File: src/rtl/hazard_scheduler.sv
// hazard_scheduler: tracks E/M/W register writes, drives forwarding mux selects and stall.
// Optional MDU busy tracking is built when HAZARD_MDU_EN is defined.
module hazard_scheduler #(
   parameter int REG_W = 5,
   parameter int T_W = 2
) (
   input  logic             clk,
   input  logic             reset,
   input  logic             d_valid,
   input  logic [REG_W-1:0] d_rs,
   input  logic [REG_W-1:0] d_rt,
   input  logic [T_W-1:0]   d_rs_tuse,
   input  logic [T_W-1:0]   d_rt_tuse,
   input  logic [REG_W-1:0] d_dst,
   input  logic [T_W-1:0]   d_tnew,
   input  logic             d_md_use,
   input  logic             e_md_start,
   input  logic             e_md_div,
   output logic             stall,
   output logic [1:0]       fwd_d_rs,
   output logic [1:0]       fwd_d_rt,
   output logic [1:0]       fwd_e_rs,
   output logic [1:0]       fwd_e_rt,
   output logic             fwd_m_rt,
   output logic             md_busy
);
   logic             e_v, m_v, w_v, load, md_hz;
   logic [REG_W-1:0] e_dst, e_rs, e_rt, m_dst, m_rt, w_dst;
   logic [T_W-1:0]   e_tnew, m_tnew;

   function automatic logic hit(input logic v, input logic [REG_W-1:0] dst, input logic [REG_W-1:0] r);
      return v && dst != '0 && dst == r;
   endfunction

   function automatic logic [T_W-1:0] dec(input logic [T_W-1:0] t);
      return (t == '0) ? '0 : t - T_W'(1);
   endfunction

   function automatic logic hz(input logic [REG_W-1:0] r, input logic [T_W-1:0] tuse);
      return (hit(e_v, e_dst, r) && e_tnew > tuse) || (hit(m_v, m_dst, r) && m_tnew > tuse);
   endfunction

   // youngest matching slot decides; a not-yet-ready producer selects RF (only seen under stall)
   function automatic logic [1:0] fwd_d(input logic [REG_W-1:0] r);
      return hit(e_v, e_dst, r) ? ((e_tnew == '0) ? 2'd1 : 2'd0) :
             hit(m_v, m_dst, r) ? ((m_tnew == '0) ? 2'd2 : 2'd0) :
             hit(w_v, w_dst, r) ? 2'd3 : 2'd0;
   endfunction

   function automatic logic [1:0] fwd_e(input logic [REG_W-1:0] r);
      return (hit(m_v, m_dst, r) && m_tnew == '0) ? 2'd1 : hit(w_v, w_dst, r) ? 2'd2 : 2'd0;
   endfunction

   assign stall    = d_valid && (hz(d_rs, d_rs_tuse) || hz(d_rt, d_rt_tuse) || md_hz);
   assign load     = d_valid && !stall;
   assign fwd_d_rs = fwd_d(d_rs);
   assign fwd_d_rt = fwd_d(d_rt);
   assign fwd_e_rs = fwd_e(e_rs);
   assign fwd_e_rt = fwd_e(e_rt);
   assign fwd_m_rt = hit(w_v, w_dst, m_rt);

   always_ff @(posedge clk or posedge reset) begin
      if (reset) begin
         e_v    <= 1'b0;
         e_dst  <= '0;
         e_rs   <= '0;
         e_rt   <= '0;
         e_tnew <= '0;
         m_v    <= 1'b0;
         m_dst  <= '0;
         m_rt   <= '0;
         m_tnew <= '0;
         w_v    <= 1'b0;
         w_dst  <= '0;
      end else begin
         w_v    <= m_v;
         w_dst  <= m_dst;
         m_v    <= e_v;
         m_dst  <= e_dst;
         m_rt   <= e_rt;
         m_tnew <= dec(e_tnew);
         e_v    <= load;
         e_dst  <= load ? d_dst : '0;
         e_rs   <= load ? d_rs : '0;
         e_rt   <= load ? d_rt : '0;
         e_tnew <= load ? d_tnew : '0;
      end
   end

`ifdef HAZARD_MDU_EN
   logic [3:0] cnt;
   always_ff @(posedge clk or posedge reset) begin
      if (reset) cnt <= '0;
      else cnt <= e_md_start ? (e_md_div ? 4'd10 : 4'd5) : (cnt == '0) ? '0 : cnt - 4'd1;
   end
   assign md_busy = cnt != '0;
   assign md_hz   = d_md_use && (md_busy || e_md_start);
`else
   logic unused;
   assign unused  = ^{d_md_use, e_md_start, e_md_div};
   assign md_busy = 1'b0;
   assign md_hz   = 1'b0;
`endif
endmodule

File: config.mk
export PLATFORM = sky130hd
export DESIGN_NAME = hazard_scheduler
export DESIGN_NICKNAME = d
export VERILOG_FILES = /design/src/rtl/hazard_scheduler.sv
export SDC_FILE = /design/constraint.sdc
export NUM_CORES = 1
export LEC_CHECK = 0
export ABC_CLOCK_PERIOD_IN_PS = 6100
export BUFFER_PORTS_ARGS = -buffer_cell sky130_fd_sc_hd__buf_2
export CAP_MARGIN = 40
export CORE_MARGIN = 5
export CORE_UTILIZATION = 40
export DETAILED_ROUTE_END_ITERATION = 8
export PLACE_DENSITY_LB_ADDON = 0.3
export REMOVE_ABC_BUFFERS = 1
export SLEW_MARGIN = 15
export SYNTH_ARGS = -nofsm -noshare
export SYNTH_HDL_FRONTEND = slang
export SYNTH_SLANG_ARGS = --single-unit
File: constraint.sdc
create_clock -name clk -period 6.1 [get_ports clk]
set_input_delay 0.305 -clock clk [delete_from_list [all_inputs] [get_ports clk]]
set_output_delay 0.305 -clock clk [all_outputs]
set_load 0.1 [all_outputs]
==> impl_results.md <==
- Status: finished, final reports clean
- Largest net degree at the start of global routing: 38
- Footprint of the multi-input gates: 0.00115 sq mm
- Post-route cell area: 0.00247 sq mm
- Synth unique cells: 37
- Most common cell in the netlist: dfrtp_1
- Startpoint Class: register
- TritonCTS Buffers: 5
- Core Util, Final: 0.453
- Num rows: 27
- Nets: approximately 280
- Pwr/cell area: roughly 220 mW/mm^2
- Post-Route Skew: 0.00228 ns
- Buf/Inv on CP: 1
- First-pass GRT wire length: 8.14 mm
- Fin. Hold Viols: 0
- Clock Pin Slew Worst Setup and Hold Paths: approximately 0.07 ns
- Via Count: ~1.6k
- Synthesis Warnings: 0
- Vias in the first global route: around 1.6k
- Yosys top cell area share: 0.419
- CTS tree: built
- Tightest Hold Check Type: in -> async
- Ys flop type: dfrtp_1
- Worst slack at placement: 3.25 ns
- Final Max Tran Viols: 0
- Initial core utilization: 0.406
- Die Ht: 84.3 um
- Setup ws final: just under 3 ns
- Sequential element share of the synthesized area: 0.419
- Crit-path leading delay family: simple AND/OR/NAND/NOR gates
- Global Route Usage Sum: 0.145
- Gate Count Post-Synth: 216
- Fin crit period: 3.15 ns
- Gr ovfl total: 0
- Fraction of registers with async set/reset: 1.00
- Worst VDD drop: approximately 0.00012 V
- Mapped cell area: 0.00221 sq mm
- Number of gates resized after cts: 0
- Layout area overhead: 11.5%
- Proportion of layout cells with a drive suffix above 1: 0.238
- Crit path DAT: 2.85 ns
- Antenna Nets Post-Route: 0
- Fill count: 537
- CTS max path bufs: 2
- Setup CP Type: reg -> out
- Total negative slack: 0 ns
- Syn Area/Cell: 10.2 sq um
- CTS Hold Bufs: 0
- Drt pass-1 iters: 4
- CP cell instances: or4_4 > o21ai_4 > nor3_1 > or4_1 > mux2i_1 > buf_2
- 1st-iter DRT viols: 97
- Core area: 0.00544 sq mm
- Die ar.: 0.00711 sq mm
- Drt wl/cell: 15.2 um
- Clk sinks: 37
- Synth Register Bits: 37
- Top cells by area, synth: dfrtp_1 (42%), xor2_1 (11%), xnor2_1 (10%)
- Critical Path RT: 5.79 ns
- Post-CTS setup buffer count: 0
- Post-synth EDFFs: 0
- Period utilization: 0.517
- WL final: 4.81 mm
- Total power: around 0.55 mW
- RSZ-0062 raised after global routing: false
- Latest clock arrival within the worst-skew pair: 0.29 ns
- # setup viols final: 0
- Slowest stage cell on the critical path: or4_4
- P_leak: 1.20 nW
- Worst relative slew slack: 0.595
- N_diodes: 0
- I/O pin cnt: 38
- Avg Vias per Cell: 5.01
- Seq. cell area: roughly 900 sq um
- Placed cell area: 0.00238 sq mm
- CP Max Fanout: 6
- Worst slew pin tran: 0.601 ns
- Root Buffer: clkbuf_8
- Commonest cells post-synth: dfrtp_1 (37), xor2_1 (29), xnor2_1 (26)
- Max-cap viol count: 0
- Buffers on Ports: 33
- # DRC: 0
- CP endpoint kind: primary output
- Die W: 84.3 um
- DPL Wire Length: roughly 3.6 mm
- CP peak stage delay: between 0.5 and 0.6 ns
- GP Congestion: 0.856
- H-tree levels: 2
- Fmax achieved: 0.317 GHz
- Cell accounting for the most synthesized area: dfrtp_1
- Initial antenna violation count: 0
[worst min-delay path, delay by kind of cell]
kind	cells	cell delay, ns
buf+inv	3	0.53
[layer usage]
layer	wire, um	up-vias	track usage
met1	2150	765	0.186
met4	77	0	0.0417
met2	2370	38	0.244
met5	0	-	0
li1	-	771	-
met3	211	10	0.0324
[final cells by class]
type                       instances  area share
timing repair buffer              36      0.0761
tap                               72      0.0365
sequential                        37       0.375
clock buffer                       6      0.0294
inverter                           7      0.0107
clock inverter                     2     0.00406
multi-input combinational        156       0.468
[where the power goes]
group	total [mW]	leakage, nW	switching [mW]	internal (mW)
combinational	0.105	0.680	0.0618	0.0428
clock	0.166	0.0450	0.0870	0.0792
sequential	0.279	0.475	0.0205	0.259
total	0.550	1.20	0.169	0.381
[sequential cells by signal, summed over array words and instances, names as in the netlist]
| name | count |
|---|---|
| e_v | 1 |
| m_rt | 5 |
| e_tnew | 2 |
| w_v | 1 |
| m_dst | 5 |
| e_dst | 5 |
| m_v | 1 |
| m_tnew | 2 |
| w_dst | 5 |
| e_rt | 5 |
| e_rs | 5 |
[stage by stage]
stage          std cells  hold WS [ns]
3_5_place_dp         308         0.419
5_1_grt              316         0.164
2_1_floorplan        200         0.373
6_report             316         0.117
3_3_place_gp         308         0.418
4_1_cts              316         0.121
[cells by family after synthesis]
family,after synthesis,synth area share
AO/OA/AOI/OAI,11,0.0379
XOR/XNOR,55,0.218
adder cells (fa/ha/maj),8,0.0453
buffers and inverters,23,0.0594
flip-flops,37,0.419
multiplexers,2,0.00906
other,1,0.00170
AND/OR/NAND/NOR,79,0.210
[cells in the final DEF, fill, tap and decap left out, drive strengths merged, types with 3 or more instances in the layout]
cell and count:
nand2 22, or4 6, nor2b 3, nor3 22, a21oi 3, nand3 7, xnor2 26, nor4 8
dfrtp 37, ha 8, o21ai 4, nor2 3, xor2 29, inv 7, buf 36, clkbuf 6
[final timing paths]
check                         start     endpoint  slack, ns  cells past startpoint
setup / recovery           m_dst[1]  fwd_d_rs[0]       2.95                      6
hold / removal                reset     w_dst[0]       0.12                      3
setup reg to reg           m_dst[1]     e_dst[2]       3.95                      6
hold reg to reg                 m_v          w_v       0.43                      0
max in group asynchronous     reset      e_rt[2]       5.66                      3
min in group clk           d_dst[1]     e_dst[1]       0.23                      3
Power figures use the tool's default switching activity.
